### config.mk
export PLATFORM = sky130hd
export DESIGN_NAME = cache_port_arbiter
export DESIGN_NICKNAME = d
export VERILOG_FILES = /design/src/rtl/cache_port_arbiter.sv
export SDC_FILE = /design/constraint.sdc
export NUM_CORES = 1
export LEC_CHECK = 0
export ABC_AREA = 1
export ABC_CLOCK_PERIOD_IN_PS = 1500
export CAP_MARGIN = 0
export CORE_MARGIN = 2
export CORE_UTILIZATION = 43
export DETAILED_ROUTE_END_ITERATION = 12
export PLACE_DENSITY_LB_ADDON = 0.3
export SYNTH_ARGS = -nofsm -noshare
export SYNTH_HDL_FRONTEND = slang
export SYNTH_SLANG_ARGS = --single-unit
### constraint.sdc
create_clock -name clk -period 1.5 [get_ports clk]
set_input_delay 0.3 -clock clk [delete_from_list [all_inputs] [get_ports clk]]
set_output_delay 0.3 -clock clk [all_outputs]
set_load 0.01 [all_outputs]
### src/rtl/cache_port_arbiter.sv
// Two-master round-robin arbiter for the cache's single CPU-side port.
// Optional response watchdog enabled by defining CACHE_ARB_WATCHDOG_EN.
module cache_port_arbiter #(
    parameter int ADDR_W  = 14,
    parameter int DATA_W  = 16,
    parameter int TIMEOUT = 255
) (
    input  logic              clk,
    input  logic              reset_n,
    input  logic [2:0]        m0_cmd,
    input  logic [ADDR_W-1:0] m0_addr,
    input  logic [DATA_W-1:0] m0_wdata,
    output logic [DATA_W-1:0] m0_rdata,
    output logic              m0_resp,
    output logic              m0_err,
    input  logic [2:0]        m1_cmd,
    input  logic [ADDR_W-1:0] m1_addr,
    input  logic [DATA_W-1:0] m1_wdata,
    output logic [DATA_W-1:0] m1_rdata,
    output logic              m1_resp,
    output logic              m1_err,
    output logic [2:0]        c_cmd,
    output logic [ADDR_W-1:0] c_addr,
    output logic [DATA_W-1:0] c_wdata,
    input  logic [DATA_W-1:0] c_rdata,
    input  logic              c_resp
);

    typedef enum logic [1:0] {S_IDLE, S_ISSUE, S_WAIT, S_DONE} state_t;

    localparam logic [2:0] CMD_READ32 = 3'd3;

    state_t      state_q;
    logic        last_q;   // master granted most recently
    logic        owner_q;  // master owning the current transaction
    logic [1:0]  beats_q;  // response beats still outstanding

    logic              req0, req1, gnt1;
    logic [2:0]        win_cmd;
    logic [ADDR_W-1:0] win_addr;
    logic [DATA_W-1:0] win_wdata;

    // On contention the master opposite the last grant wins.
    always_comb begin
        req0      = |m0_cmd;
        req1      = |m1_cmd;
        gnt1      = req1 && (!req0 || !last_q);
        win_cmd   = gnt1 ? m1_cmd   : m0_cmd;
        win_addr  = gnt1 ? m1_addr  : m0_addr;
        win_wdata = gnt1 ? m1_wdata : m0_wdata;
    end

`ifdef CACHE_ARB_WATCHDOG_EN
    localparam int WD_W = $clog2(TIMEOUT + 1);
    logic [WD_W-1:0] wd_q;
`else
    localparam int unused_timeout = TIMEOUT;
    assign m0_err = 1'b0;
    assign m1_err = 1'b0;
`endif

    always_ff @(posedge clk or negedge reset_n) begin
        if (!reset_n) begin
            state_q  <= S_IDLE;
            last_q   <= 1'b1;
            owner_q  <= 1'b0;
            beats_q  <= '0;
            c_cmd    <= '0;
            c_addr   <= '0;
            c_wdata  <= '0;
            m0_rdata <= '0;
            m0_resp  <= 1'b0;
            m1_rdata <= '0;
            m1_resp  <= 1'b0;
`ifdef CACHE_ARB_WATCHDOG_EN
            wd_q     <= '0;
            m0_err   <= 1'b0;
            m1_err   <= 1'b0;
`endif
        end else begin
            // NOTE: non-blocking assignments so every register samples pre-edge values.
            m0_resp <= 1'b0;
            m1_resp <= 1'b0;
`ifdef CACHE_ARB_WATCHDOG_EN
            m0_err  <= 1'b0;
            m1_err  <= 1'b0;
`endif
            case (state_q)
                S_IDLE: begin
                    if (req0 || req1) begin
                        owner_q <= gnt1;
                        c_cmd   <= win_cmd;
                        c_addr  <= win_addr;
                        c_wdata <= win_wdata;
                        beats_q <= (win_cmd == CMD_READ32) ? 2'd2 : 2'd1;
                        state_q <= S_ISSUE;
                    end
                end
                S_ISSUE: begin
                    c_cmd   <= '0;
`ifdef CACHE_ARB_WATCHDOG_EN
                    wd_q    <= '0;
`endif
                    state_q <= S_WAIT;
                end
                S_WAIT: begin
                    if (c_resp) begin
                        if (owner_q) begin
                            m1_rdata <= c_rdata;
                            m1_resp  <= 1'b1;
                        end else begin
                            m0_rdata <= c_rdata;
                            m0_resp  <= 1'b1;
                        end
                        beats_q <= beats_q - 2'd1;
`ifdef CACHE_ARB_WATCHDOG_EN
                        wd_q    <= '0;
`endif
                        if (beats_q == 2'd1) begin
                            last_q  <= owner_q;
                            state_q <= S_DONE;
                        end
                    end
`ifdef CACHE_ARB_WATCHDOG_EN
                    else if (wd_q == WD_W'(TIMEOUT - 1)) begin
                        m0_err  <= !owner_q;
                        m1_err  <= owner_q;
                        last_q  <= owner_q;
                        state_q <= S_DONE;
                    end else begin
                        wd_q <= wd_q + 1'b1;
                    end
`endif
                end
                // Gives the owner a cycle to drop its command before re-arbitration.
                S_DONE: state_q <= S_IDLE;
                default: state_q <= S_IDLE;
            endcase
        end
    end

endmodule

==> flow_summary.html <==
<table>
<tr><th>Metric</th><th>Value</th></tr>
<tr><th colspan="2">GRT</th></tr>
<tr><td>Wire length of the first global-routing pass</td><td>about 14 mm</td></tr>
<tr><td>Number of antenna violations at the first check in global routing</td><td>0</td></tr>
<tr><td>Total gr overflow</td><td>0</td></tr>
<tr><td>Maximum number of pins on one net before global-route repair</td><td>37</td></tr>
<tr><td>GRT Resource Usage Total</td><td>19.7%</td></tr>
<tr><td>Via count of the first global-routing pass</td><td>~3000</td></tr>
<tr><th colspan="2">Placement</th></tr>
<tr><td>RePlAce Congestion</td><td>around 0.77</td></tr>
<tr><td>Number of buffers inserted by port buffering</td><td>151</td></tr>
<tr><td>Number of placed instances with taps included</td><td>around 620</td></tr>
<tr><td>Sum of net half-perimeters after detailed placement</td><td>approximately 6 mm</td></tr>
<tr><td>Placed cell area</td><td>5190 sq um</td></tr>
<tr><th colspan="2">Setup path</th></tr>
<tr><td>Buffer and inverter count on the worst path</td><td>2</td></tr>
<tr><td>Crit path cell chain</td><td>clkdlybuf4s50_1 &gt; nor2_2 &gt; nand2_2 &gt; nand2_4 &gt; nand2_8 &gt; inv_4 &gt; nor2_1 &gt; o21ai_2</td></tr>
<tr><td>Critical path's largest stage delay</td><td>around 0.43 ns</td></tr>
<tr><td>Arr. time, crit path</td><td>1.68 ns</td></tr>
<tr><td>CP Max Fanout</td><td>30</td></tr>
<tr><td>Standard cell with the maximum stage delay on the critical path</td><td>clkdlybuf4s50_1</td></tr>
<tr><td>Critical Path Start Type</td><td>primary input</td></tr>
<tr><td>Endpoint required time on the critical path</td><td>1.77 ns</td></tr>
<tr><td>Critical path capture point type</td><td>register</td></tr>
<tr><td>CP top delay family</td><td>buffers and inverters</td></tr>
<tr><td>Crit Path Category</td><td>in -&gt; reg</td></tr>
<tr><th colspan="2">Floorplan</th></tr>
<tr><td>Count of pins on the block boundary</td><td>between 150 and 200</td></tr>
<tr><td>Initial Util</td><td>a little over two fifths</td></tr>
<tr><td>Number of standard-cell rows in the floorplan</td><td>33</td></tr>
<tr><td>Die span in y</td><td>around 95 microns</td></tr>
<tr><td>Core Region</td><td>8130 sq um</td></tr>
<tr><td>Overall die width</td><td>roughly 95 microns</td></tr>
<tr><td>Die area</td><td>9040 sq um</td></tr>
<tr><th colspan="2">Timing</th></tr>
<tr><td>Final hold violation count</td><td>0</td></tr>
<tr><td>Max Clock Freq</td><td>~700 MHz</td></tr>
<tr><td>Min Clock Period, post-route</td><td>1.41 ns</td></tr>
<tr><td>Number of endpoints failing setup at the final stage</td><td>0</td></tr>
<tr><td>Slew Limit Fails</td><td>0</td></tr>
<tr><td>Total negative slack</td><td>0 ns</td></tr>
<tr><td>Fin Clk Skew</td><td>around 0.0097 ns</td></tr>
<tr><td>RSZ-0062 raised after global routing</td><td>no</td></tr>
<tr><td>Period utilisation layout</td><td>roughly 94%</td></tr>
<tr><th colspan="2">Logic synthesis</th></tr>
<tr><td>Average size of a mapped cell</td><td>between 9 and 10 sq um</td></tr>
<tr><td>Synthesized netlist cell count</td><td>roughly 370</td></tr>
<tr><td>Distinct cells, synth</td><td>29</td></tr>
<tr><td>Warnings from Yosys</td><td>0</td></tr>
<tr><td>Register area share after synthesis</td><td>about half</td></tr>
<tr><td>Number of storage elements in the synthesis netlist</td><td>73</td></tr>
<tr><td>Cell area after synthesis</td><td>about 3600 sq um</td></tr>
<tr><th colspan="2">Detailed routing</th></tr>
<tr><td>Antenna viol nets, final</td><td>0</td></tr>
<tr><td>Starting DRT DRC Count</td><td>a little over 70</td></tr>
<tr><td>Detailed Route WL</td><td>roughly 8.5 mm</td></tr>
<tr><td>Vias per std cell</td><td>about 4.8</td></tr>
<tr><td>Total vias in the final route</td><td>about 3000</td></tr>
<tr><td>Average detailed-routed wire length per instance</td><td>~13 microns</td></tr>
<tr><td>Drt pass-1 iters</td><td>4</td></tr>
<tr><td>Drc violations</td><td>0</td></tr>
<tr><th colspan="2">CTS</th></tr>
<tr><td>Sinks on Clock Net</td><td>73</td></tr>
<tr><td>CTS Root Buffer Type</td><td>clkbuf_8</td></tr>
<tr><td>Clock tree from TritonCTS</td><td>done</td></tr>
<tr><td>Reg clk slew, reported paths</td><td>around 0.080 ns</td></tr>
<tr><td>Number of buffers created by CTS</td><td>9</td></tr>
<tr><td>CTS Buffer Depth</td><td>2</td></tr>
<tr><td>CTS H-tree depth</td><td>3</td></tr>
<tr><td>Source-to-sink clock delay at the later pin of the worst-skew pair</td><td>~0.35 ns</td></tr>
<tr><th colspan="2">Layout</th></tr>
<tr><td>Signed area change from the synthesized netlist to the final layout</td><td>49.4%</td></tr>
<tr><td>Proportion of layout cells with a drive suffix above 1</td><td>~22%</td></tr>
<tr><td>Nets@finish</td><td>between 600 and 700</td></tr>
<tr><td>Final non-filler cell total</td><td>roughly 640</td></tr>
<tr><td>Antenna diode instance count</td><td>0</td></tr>
<tr><td>Final design area excluding fillers</td><td>5330 sq um</td></tr>
<tr><td>Fraction of the core area covered by cells at the end of the flow</td><td>between 60% and 70%</td></tr>
<tr><th colspan="2">Run status</th></tr>
<tr><td>Result of the run</td><td>complete, no violations</td></tr>
<tr><th colspan="2">Power</th></tr>
<tr><td>Peak ir drop on the vdd network</td><td>approximately 820 uV</td></tr>
<tr><td>Pleak</td><td>2.59 nW</td></tr>
<tr><td>Power per cell area</td><td>~1800 nW/um^2</td></tr>
<tr><th colspan="2">Flow run</th></tr>
<tr><td>Count of max-cap constraint violations</td><td>0</td></tr>
<tr><th colspan="2">Hold path</th></tr>
<tr><td>Type of the tightest min-delay check</td><td>in -&gt; async</td></tr>
</table>
[layer usage]
layer  global-route usage, %  share of wire (%)  up-vias  wire (microns)
met5                       0                  0        -               0
met4                    9.06                2.0        0             172
met3                    5.30                8.2       14             697
met2                    32.5                 47      116            4030
met1                    24.0                 42     1429            3600
li1                        -                  -     1509               -
[cell type report]
| cell class | instances | area (sq um) |
|---|---|---|
| clock buffer | 9 | 124 |
| clock inverter | 7 | 58.8 |
| fill | 682 | 2810 |
| inverter | 34 | 150 |
| multi-input combinational | 246 | 1440 |
| sequential | 73 | 1830 |
| tap | 105 | 131 |
| timing repair buffer | 167 | 1600 |
[state kept, by name, summed over array words and instances, names as in the netlist]
| signal | flops |
|---|---|
| m0_resp | 1 |
| last_q | 1 |
| m1_rdata | 16 |
| m0_rdata | 16 |
| c_addr | 14 |
| state_q | 2 |
| beats_q | 2 |
| c_wdata | 16 |
| c_cmd | 3 |
| owner_q | 1 |
| m1_resp | 1 |
[cell usage after synthesis, drive strengths merged]
| cell type | n | area, sq um |
|---|---|---|
| dfrtp | 72 | 1800 |
| a22oi | 1 | 7.51 |
| clkbuf | 3 | 12.5 |
| buf | 18 | 171 |
| nor3 | 1 | 5.00 |
| nand3 | 10 | 55.1 |
| conb | 1 | 3.75 |
| o21ai | 97 | 711 |
| nand2 | 83 | 374 |
| dfstp | 1 | 26.3 |
| a21oi | 3 | 15.0 |
| o21a | 1 | 7.51 |
| nor2 | 43 | 174 |
| inv | 34 | 140 |
| ha | 5 | 62.6 |
[metrics by stage]
stage	power, mW	hold slack [ns]	setup WS [ns]
global placement	8.77	0.257	-0.242
finish	9.73	0.420	0.0914
floorplan	6.56	0.00441	0.0914
CTS	9.83	0.426	0.0382
detailed placement	8.95	0.255	-0.281
global route	10.5	0.458	0.00197
[power breakdown]
part | total (mW) | leakage [nW] | internal (mW) | switching [mW]
clock network | 1.44 | 0.0872 | 0.626 | 0.811
logic | 4.91 | 1.60 | 2.21 | 2.70
registers | 3.39 | 0.909 | 2.89 | 0.498
total | 9.73 | 2.59 | 5.73 | 4.01
[cell usage in the layout, fill, tap and decap left out, types with 5 or more instances in the layout]
cell,netlist,final
o21ai_0,22,22
buf_4,7,12
nand3_1,9,9
clkdlybuf4s50_1,0,83
inv_1,29,27
nand2_1,75,75
nor2_1,38,37
o21ai_1,15,15
dlygate4sd2_1,0,67
o21ai_2,60,60
clkbuf_8,0,9
nor2_2,5,5
inv_6,0,5
dfrtp_1,72,72
[timing repair]
action | 4_1_cts | 5_1_grt
pin swaps | 0 | 0
buffers inserted | 0 | 0
endpoints found under the hold margin | 25 | 0
resized for setup | 69 | 7
endpoints found under the setup margin | 76 | 51
hold buffers | 1 | 0
[cells by family after synthesis]
| group | after synthesis | synth area share [%] |
|---|---|---|
| other | 1 | 0.105 |
| DFF | 73 | 51.2 |
| adders and majority gates | 5 | 1.75 |
| and+or+nand+nor | 137 | 17.0 |
| buffers and inverters | 55 | 9.08 |
| AOI/OAI and AO/OA | 102 | 20.8 |
[worst paths after layout]
check / end / start / depth (start not counted) / slack [ns]
min reg2reg: c_addr[9] / c_addr[9] / 2 / 0.48
max in group asynchronous: m0_rdata[2] / reset_n / 3 / 0.55
min: c_wdata[11] / reset_n / 2 / 0.42
max: c_wdata[5] / m0_cmd[0] / 8 / 0.09
max reg2reg: c_wdata[5] / state_q[1] / 7 / 0.11
min in group clk: c_addr[9] / c_addr[9] / 2 / 0.48
(Power assumes the default switching activity.)
